===== src/rtl/shadow_register_bank.sv =====
`default_nettype none
// +--------------------------------------------------------------------------+
// | shadow_register_bank: double-buffered register bank, byte-strobed shadow |
// | writes, sequential shadow-to-active commit, registered read port.        |
// | Revision: 1.0                                                            |
// +--------------------------------------------------------------------------+
module shadow_register_bank #(
  parameter int                    DATA_WIDTH  = 8,
  parameter int                    DEPTH       = 4,
  parameter int                    ADDR_WIDTH  = (DEPTH > 1) ? $clog2(DEPTH) : 1,
  parameter logic [DATA_WIDTH-1:0] RESET_VALUE = '0
) (
  input  logic                          clk,
  input  logic                          rst_n,
  input  logic                          wr_valid,
  output logic                          wr_ready,
  input  logic [ADDR_WIDTH-1:0]         wr_addr,
  input  logic [DATA_WIDTH-1:0]         wr_data,
  input  logic [DATA_WIDTH/8-1:0]       wr_strb,
  input  logic                          commit,
  output logic                          commit_done,
  input  logic                          rd_en,
  input  logic                          rd_sel,
  input  logic [ADDR_WIDTH-1:0]         rd_addr,
  output logic                          rd_valid,
  output logic [DATA_WIDTH-1:0]         rd_data,
  output logic                          err,
  input  logic                          err_clear,
  output logic [DEPTH*DATA_WIDTH-1:0]   register_out
);

  localparam int                    c_strb_width = DATA_WIDTH / 8;
  localparam logic [ADDR_WIDTH:0]   c_depth_ext  = (ADDR_WIDTH+1)'(DEPTH);
  localparam logic [ADDR_WIDTH-1:0] c_last_idx   = ADDR_WIDTH'(DEPTH - 1);

  typedef enum logic [0:0] {
    ST_IDLE = 1'b0,
    ST_COPY = 1'b1
  } state_t;

  state_t                        r_state;
  logic [ADDR_WIDTH-1:0]         r_cnt;
  logic                          r_commit_done;
  logic                          r_rd_valid;
  logic [DATA_WIDTH-1:0]         r_rd_data;
  logic                          r_err;

  logic                          w_wr_fire;
  logic                          w_wr_in_range;
  logic                          w_rd_in_range;
  logic                          w_err_set;
  logic                          w_copying;
  logic [DATA_WIDTH-1:0]         w_rd_word;
  logic [DEPTH*DATA_WIDTH-1:0]   w_shadow_flat;

  assign wr_ready      = (r_state == ST_IDLE);
  assign w_wr_fire     = wr_valid && wr_ready;
  assign w_copying     = (r_state == ST_COPY);
  assign w_wr_in_range = ({1'b0, wr_addr} < c_depth_ext);
  assign w_rd_in_range = ({1'b0, rd_addr} < c_depth_ext);
  assign w_err_set     = (w_wr_fire && !w_wr_in_range) || (rd_en && !w_rd_in_range);

  for (genvar k = 0; k < DEPTH; k++) begin : g_entry
    logic [DATA_WIDTH-1:0] r_shadow;
    logic [DATA_WIDTH-1:0] r_active;

    always_ff @(posedge clk or negedge rst_n) begin
      if (!rst_n) begin
        r_shadow <= RESET_VALUE;
      end else if (w_wr_fire && (wr_addr == ADDR_WIDTH'(k))) begin
        for (int b = 0; b < c_strb_width; b++) begin
          if (wr_strb[b]) r_shadow[b*8 +: 8] <= wr_data[b*8 +: 8];
        end
      end
    end

    always_ff @(posedge clk or negedge rst_n) begin
      if (!rst_n) begin
        r_active <= RESET_VALUE;
      end else if (w_copying && (r_cnt == ADDR_WIDTH'(k))) begin
        r_active <= r_shadow;
      end
    end

    assign w_shadow_flat[k*DATA_WIDTH +: DATA_WIDTH] = r_shadow;
    assign register_out[k*DATA_WIDTH +: DATA_WIDTH]  = r_active;
  end

  // Unmatched (out-of-range) addresses fall through to zero.
  always_comb begin
    w_rd_word = '0;
    for (int k = 0; k < DEPTH; k++) begin
      if (rd_addr == ADDR_WIDTH'(k)) begin
        w_rd_word = rd_sel ? w_shadow_flat[k*DATA_WIDTH +: DATA_WIDTH]
                           : register_out[k*DATA_WIDTH +: DATA_WIDTH];
      end
    end
  end

  always_ff @(posedge clk or negedge rst_n) begin
    if (!rst_n) begin
      r_state       <= ST_IDLE;
      r_cnt         <= '0;
      r_commit_done <= 1'b0;
      r_rd_valid    <= 1'b0;
      r_rd_data     <= '0;
      r_err         <= 1'b0;
    end else begin
      r_commit_done <= 1'b0;
      case (r_state)
        ST_IDLE: begin
          if (commit) begin
            r_state <= ST_COPY;
            r_cnt   <= '0;
          end
        end
        ST_COPY: begin
          if (r_cnt == c_last_idx) begin
            r_state       <= ST_IDLE;
            r_cnt         <= '0;
            r_commit_done <= 1'b1;
          end else begin
            r_cnt <= r_cnt + 1'b1;
          end
        end
        default: begin
          r_state <= ST_IDLE;
          r_cnt   <= '0;
        end
      endcase

      r_rd_valid <= rd_en;
      if (rd_en) r_rd_data <= w_rd_word;

      // A new error event outranks a simultaneous clear.
      if (w_err_set)      r_err <= 1'b1;
      else if (err_clear) r_err <= 1'b0;
    end
  end

  assign commit_done = r_commit_done;
  assign rd_valid    = r_rd_valid;
  assign rd_data     = r_rd_data;
  assign err         = r_err;

endmodule
`default_nettype wire


===== config.mk =====
export PLATFORM = sky130hd
export DESIGN_NAME = shadow_register_bank
export DESIGN_NICKNAME = d
export VERILOG_FILES = /design/src/rtl/shadow_register_bank.sv
export SDC_FILE = /design/constraint.sdc
export NUM_CORES = 1
export LEC_CHECK = 0
export BUFFER_PORTS_ARGS = -buffer_cell sky130_fd_sc_hd__clkbuf_2
export CAP_MARGIN = 20
export CORE_MARGIN = 2
export CORE_UTILIZATION = 45
export CTS_BUF_LIST = sky130_fd_sc_hd__clkbuf_16
export DETAILED_ROUTE_END_ITERATION = 8
export GPL_TIMING_DRIVEN = 1
export PLACE_DENSITY = 0.64
export SYNTH_ARGS = -nofsm -noshare
export SYNTH_HDL_FRONTEND = slang
export SYNTH_SLANG_ARGS = --single-unit

===== constraint.sdc =====
create_clock -name clk -period 3.2 [get_ports clk]
set_input_delay 0.48 -clock clk [delete_from_list [all_inputs] [get_ports clk]]
set_output_delay 0.48 -clock clk [all_outputs]
set_load 0.005 [all_outputs]

==> impl_metrics.py <==
metrics = {
    "worst_setup_path": {
        "end_kind": "flop",
        "worstPathMaxFanout": 11,
        "start_kind": "flop",
        "critPathKind": "flop to flop",
        "required_ps": 3400,
        "arrival_ps": 2000,
    },
    "run_status": {
        "outcome": "completed",
    },
    "clocking": {
        "clk-insertion-delay-late_ps": 320,
        "cts_max_level": 3,
        "tritoncts": "done",
        "clock-root-buffer": "clkbuf_16",
        "cts.sinks": 77,
        "hold_buffers": 0,
        "cts_buffers": 9,
        "clk_pin_slew_ps": 50,
        "clk_path_buf_depth": 2,
        "post-cts-setup-buffers": 0,
        "cts-resized-gates": 0,
    },
    "grt": {
        "grt_pass1_wl_um": 11900,
        "antenna_found_initial": 0,
        "grt_usage": 0.185,
        "grt_overflow": 0,
        "grt_pass1_vias": 2218,
        "grt_max_degree": 78,
    },
    "die": {
        "die_w_um": 93.1,
        "die_area_um2": 8680,
        "placementRows": 32,
        "die_h_um": 93.1,
        "initial_core_util": 0.463,
        "io-pin-count": 64,
        "core_um2": 7730,
    },
    "yosys": {
        "synth-compound-area-share": 0.0210,
        "synth.area.mux_share": 0.330,
        "synth_xor_area_frac": 0,
        "netlist-cell-type-count": 29,
        "syn_avg_cell_area_um2": 14.2,
        "synth.cell_area_um2": 3580,
        "yosysWarnings": 0,
        "synthAdderAreaFrac": 0.0140,
        "synth_area_leaders": "dfrtp_1 (54%), mux2_2 (20%), mux4_2 (5.0%), mux2i_1 (4.5%), mux2_4 (3.4%)",
        "ys_seq_area_frac": 0.539,
        "synth_top_family_by_area": "multiplexers",
        "synth_top_cell_by_area": "dfrtp_1",
        "synth-simple-area-share": 0.0658,
        "yosysTopAreaCellShare": 0.539,
        "ys_ff_latch": 77,
        "syn_nets": 276,
        "synthCells": 252,
    },
    "route": {
        "ant_nets": 0,
        "drt-total-wl_um": 7490,
        "vias": 2190,
        "viasPerCell": 5.23,
        "dr.pass1.iters": 4,
        "route.detailed.drc": 0,
        "avgRoutedWirePerCell_um": 17.9,
        "drt_iter0_markers": 93,
    },
    "job": {
        "maxCapViolations": 0,
    },
    "sta": {
        "grt_setup_unrepaired": "false",
        "finalClockSkew_ps": 5.04,
        "setup-tns-final_ps": 0,
        "post-route-period-util": 0.563,
        "finalCriticalPeriod_ps": 1800,
        "hold_ws_ps": 315,
        "slew_viol_final": 0,
        "finalHoldViolCount": 0,
        "relSlewSlack": 0.343,
        "fmax_mhz": 555,
        "setup_viol": 0,
        "setup_ws_ps": 1400,
        "worstMarginPinSlew_ps": 986,
    },
    "placed_design": {
        "place_ws_ps": 1120,
        "placed_area_um2": 3930,
        "io_buffer_count": 61,
        "dp_hpwl_um": 4840,
        "place.gp.congestion": 0.720,
    },
    "pwr": {
        "powerDensity_nw_per_um2": 950,
        "ir_worst_vdd_mv": 0.383,
        "leakage_nw": 2.02,
    },
    "min_path": {
        "holdCritPathClass": "input pin to asynchronous set/reset pin",
    },
    "finish": {
        "final_cell_mix": "dfrtp_1 (77), mux2_2 (64), clkbuf_2 (60)",
        "drive_above_1_share": 0.495,
        "antennaDiodeCount": 0,
        "nNetsFinal": 336,
        "final_common_cell": "dfrtp_1",
        "area_delta_synth_final_pct": 18.3,
        "final_area_um2": 4230,
    },
}
==> worst paths after layout <==
kind | cells after the start | start | slack [ps] | to
worst max-delay path | 2 | r_state | 1400 | g_entry[0].r_shadow[1]
worst min-delay path | 1 | rst_n | 310 | g_entry[3].r_active[3]
worst max register to register | 2 | r_state | 1400 | g_entry[0].r_shadow[1]
worst min register to register | 2 | rd_data[6] | 520 | rd_data[6]
max in group asynchronous | 1 | rst_n | 2250 | g_entry[1].r_active[0]
min in group clk | 2 | commit | 380 | r_cnt[0]
==> sequential cells by signal, summed over array words and instances, names as in the netlist <==
| name | flops |
|---|---|
| g_entry.r_active | 32 |
| rd_valid | 1 |
| r_cnt | 2 |
| commit_done | 1 |
| r_state | 1 |
| g_entry.r_shadow | 32 |
| rd_data | 8 |
==> cell type report <==
class                           count  area, µm²
Multi-Input combinational cell    158       1550
Timing Repair Buffer               61        308
Fill cell                         656       3500
Clock inverter                      7       80.1
Sequential cell                    77       1930
Tap cell                          102        128
Inverter                            5       18.8
Clock buffer                        9        225
==> cells in the mapped netlist <==
master / instances
nand2b_1: 8
buf_2: 5
mux2i_1: 16
conb_1: 1
ha_1: 4
nand2_1: 19
nand3_1: 4
nand4b_1: 1
or2_1: 1
nor2_1: 9
buf_1: 1
a41oi_1: 4
buf_6: 2
o31ai_1: 2
nor4_4: 1
mux2_4: 8
a21oi_1: 4
dfrtp_1: 77
or4_4: 1
inv_2: 1
clkbuf_1: 1
mux2_2: 64
o21ai_0: 1
nor2_2: 1
inv_1: 4
or3_1: 1
mux4_2: 8
buf_4: 2
buf_8: 1
==> report_power, final <==
| group | total [W] | internal, W | switching, W |
|---|---|---|---|
| Sequential | 0.00175 | 0.00142 | 0.000336 |
| Combinational | 0.00123 | 0.000753 | 0.000474 |
| Clock | 0.00104 | 0.000670 | 0.000371 |
| Total | 0.00402 | 0.00284 | 0.00118 |
==> cells by family (layout without fill, tap and decap cells) <==
kind of cell | count (synthesis) | after routing
multiplexers | 96 | 96
flip-flops | 77 | 77
AND/OR/NAND/NOR | 46 | 46
buffers and inverters | 17 | 82
AO/OA/AOI/OAI | 11 | 11
adder cells (fa/ha/maj) | 4 | 4
other | 1 | 1
==> critical path: stages (launching register included) <==
cell and delay [ps]:
dfrtp_1 510, nor4_4 750, mux2_2 410
==> layer usage <==
layer,up-vias,track usage,share of wire
met1,1112,0.262,0.48
met5,-,0,0
li1,1024,-,-
met4,0,0.0515,0.011
met2,46,0.291,0.47
met3,8,0.0379,0.034
==> stage by stage <==
stage | util | power (W) | cells
6_report | 0.548 | 0.00402 | 419
5_1_grt | 0.548 | 0.00428 | 419
2_1_floorplan | - | 0.00253 | 252
3_5_place_dp | 0.508 | 0.00301 | 403
3_3_place_gp | 0.508 | 0.00295 | 403
4_1_cts | 0.548 | 0.00406 | 419
Note: power is estimated with default switching activity, not from simulation.
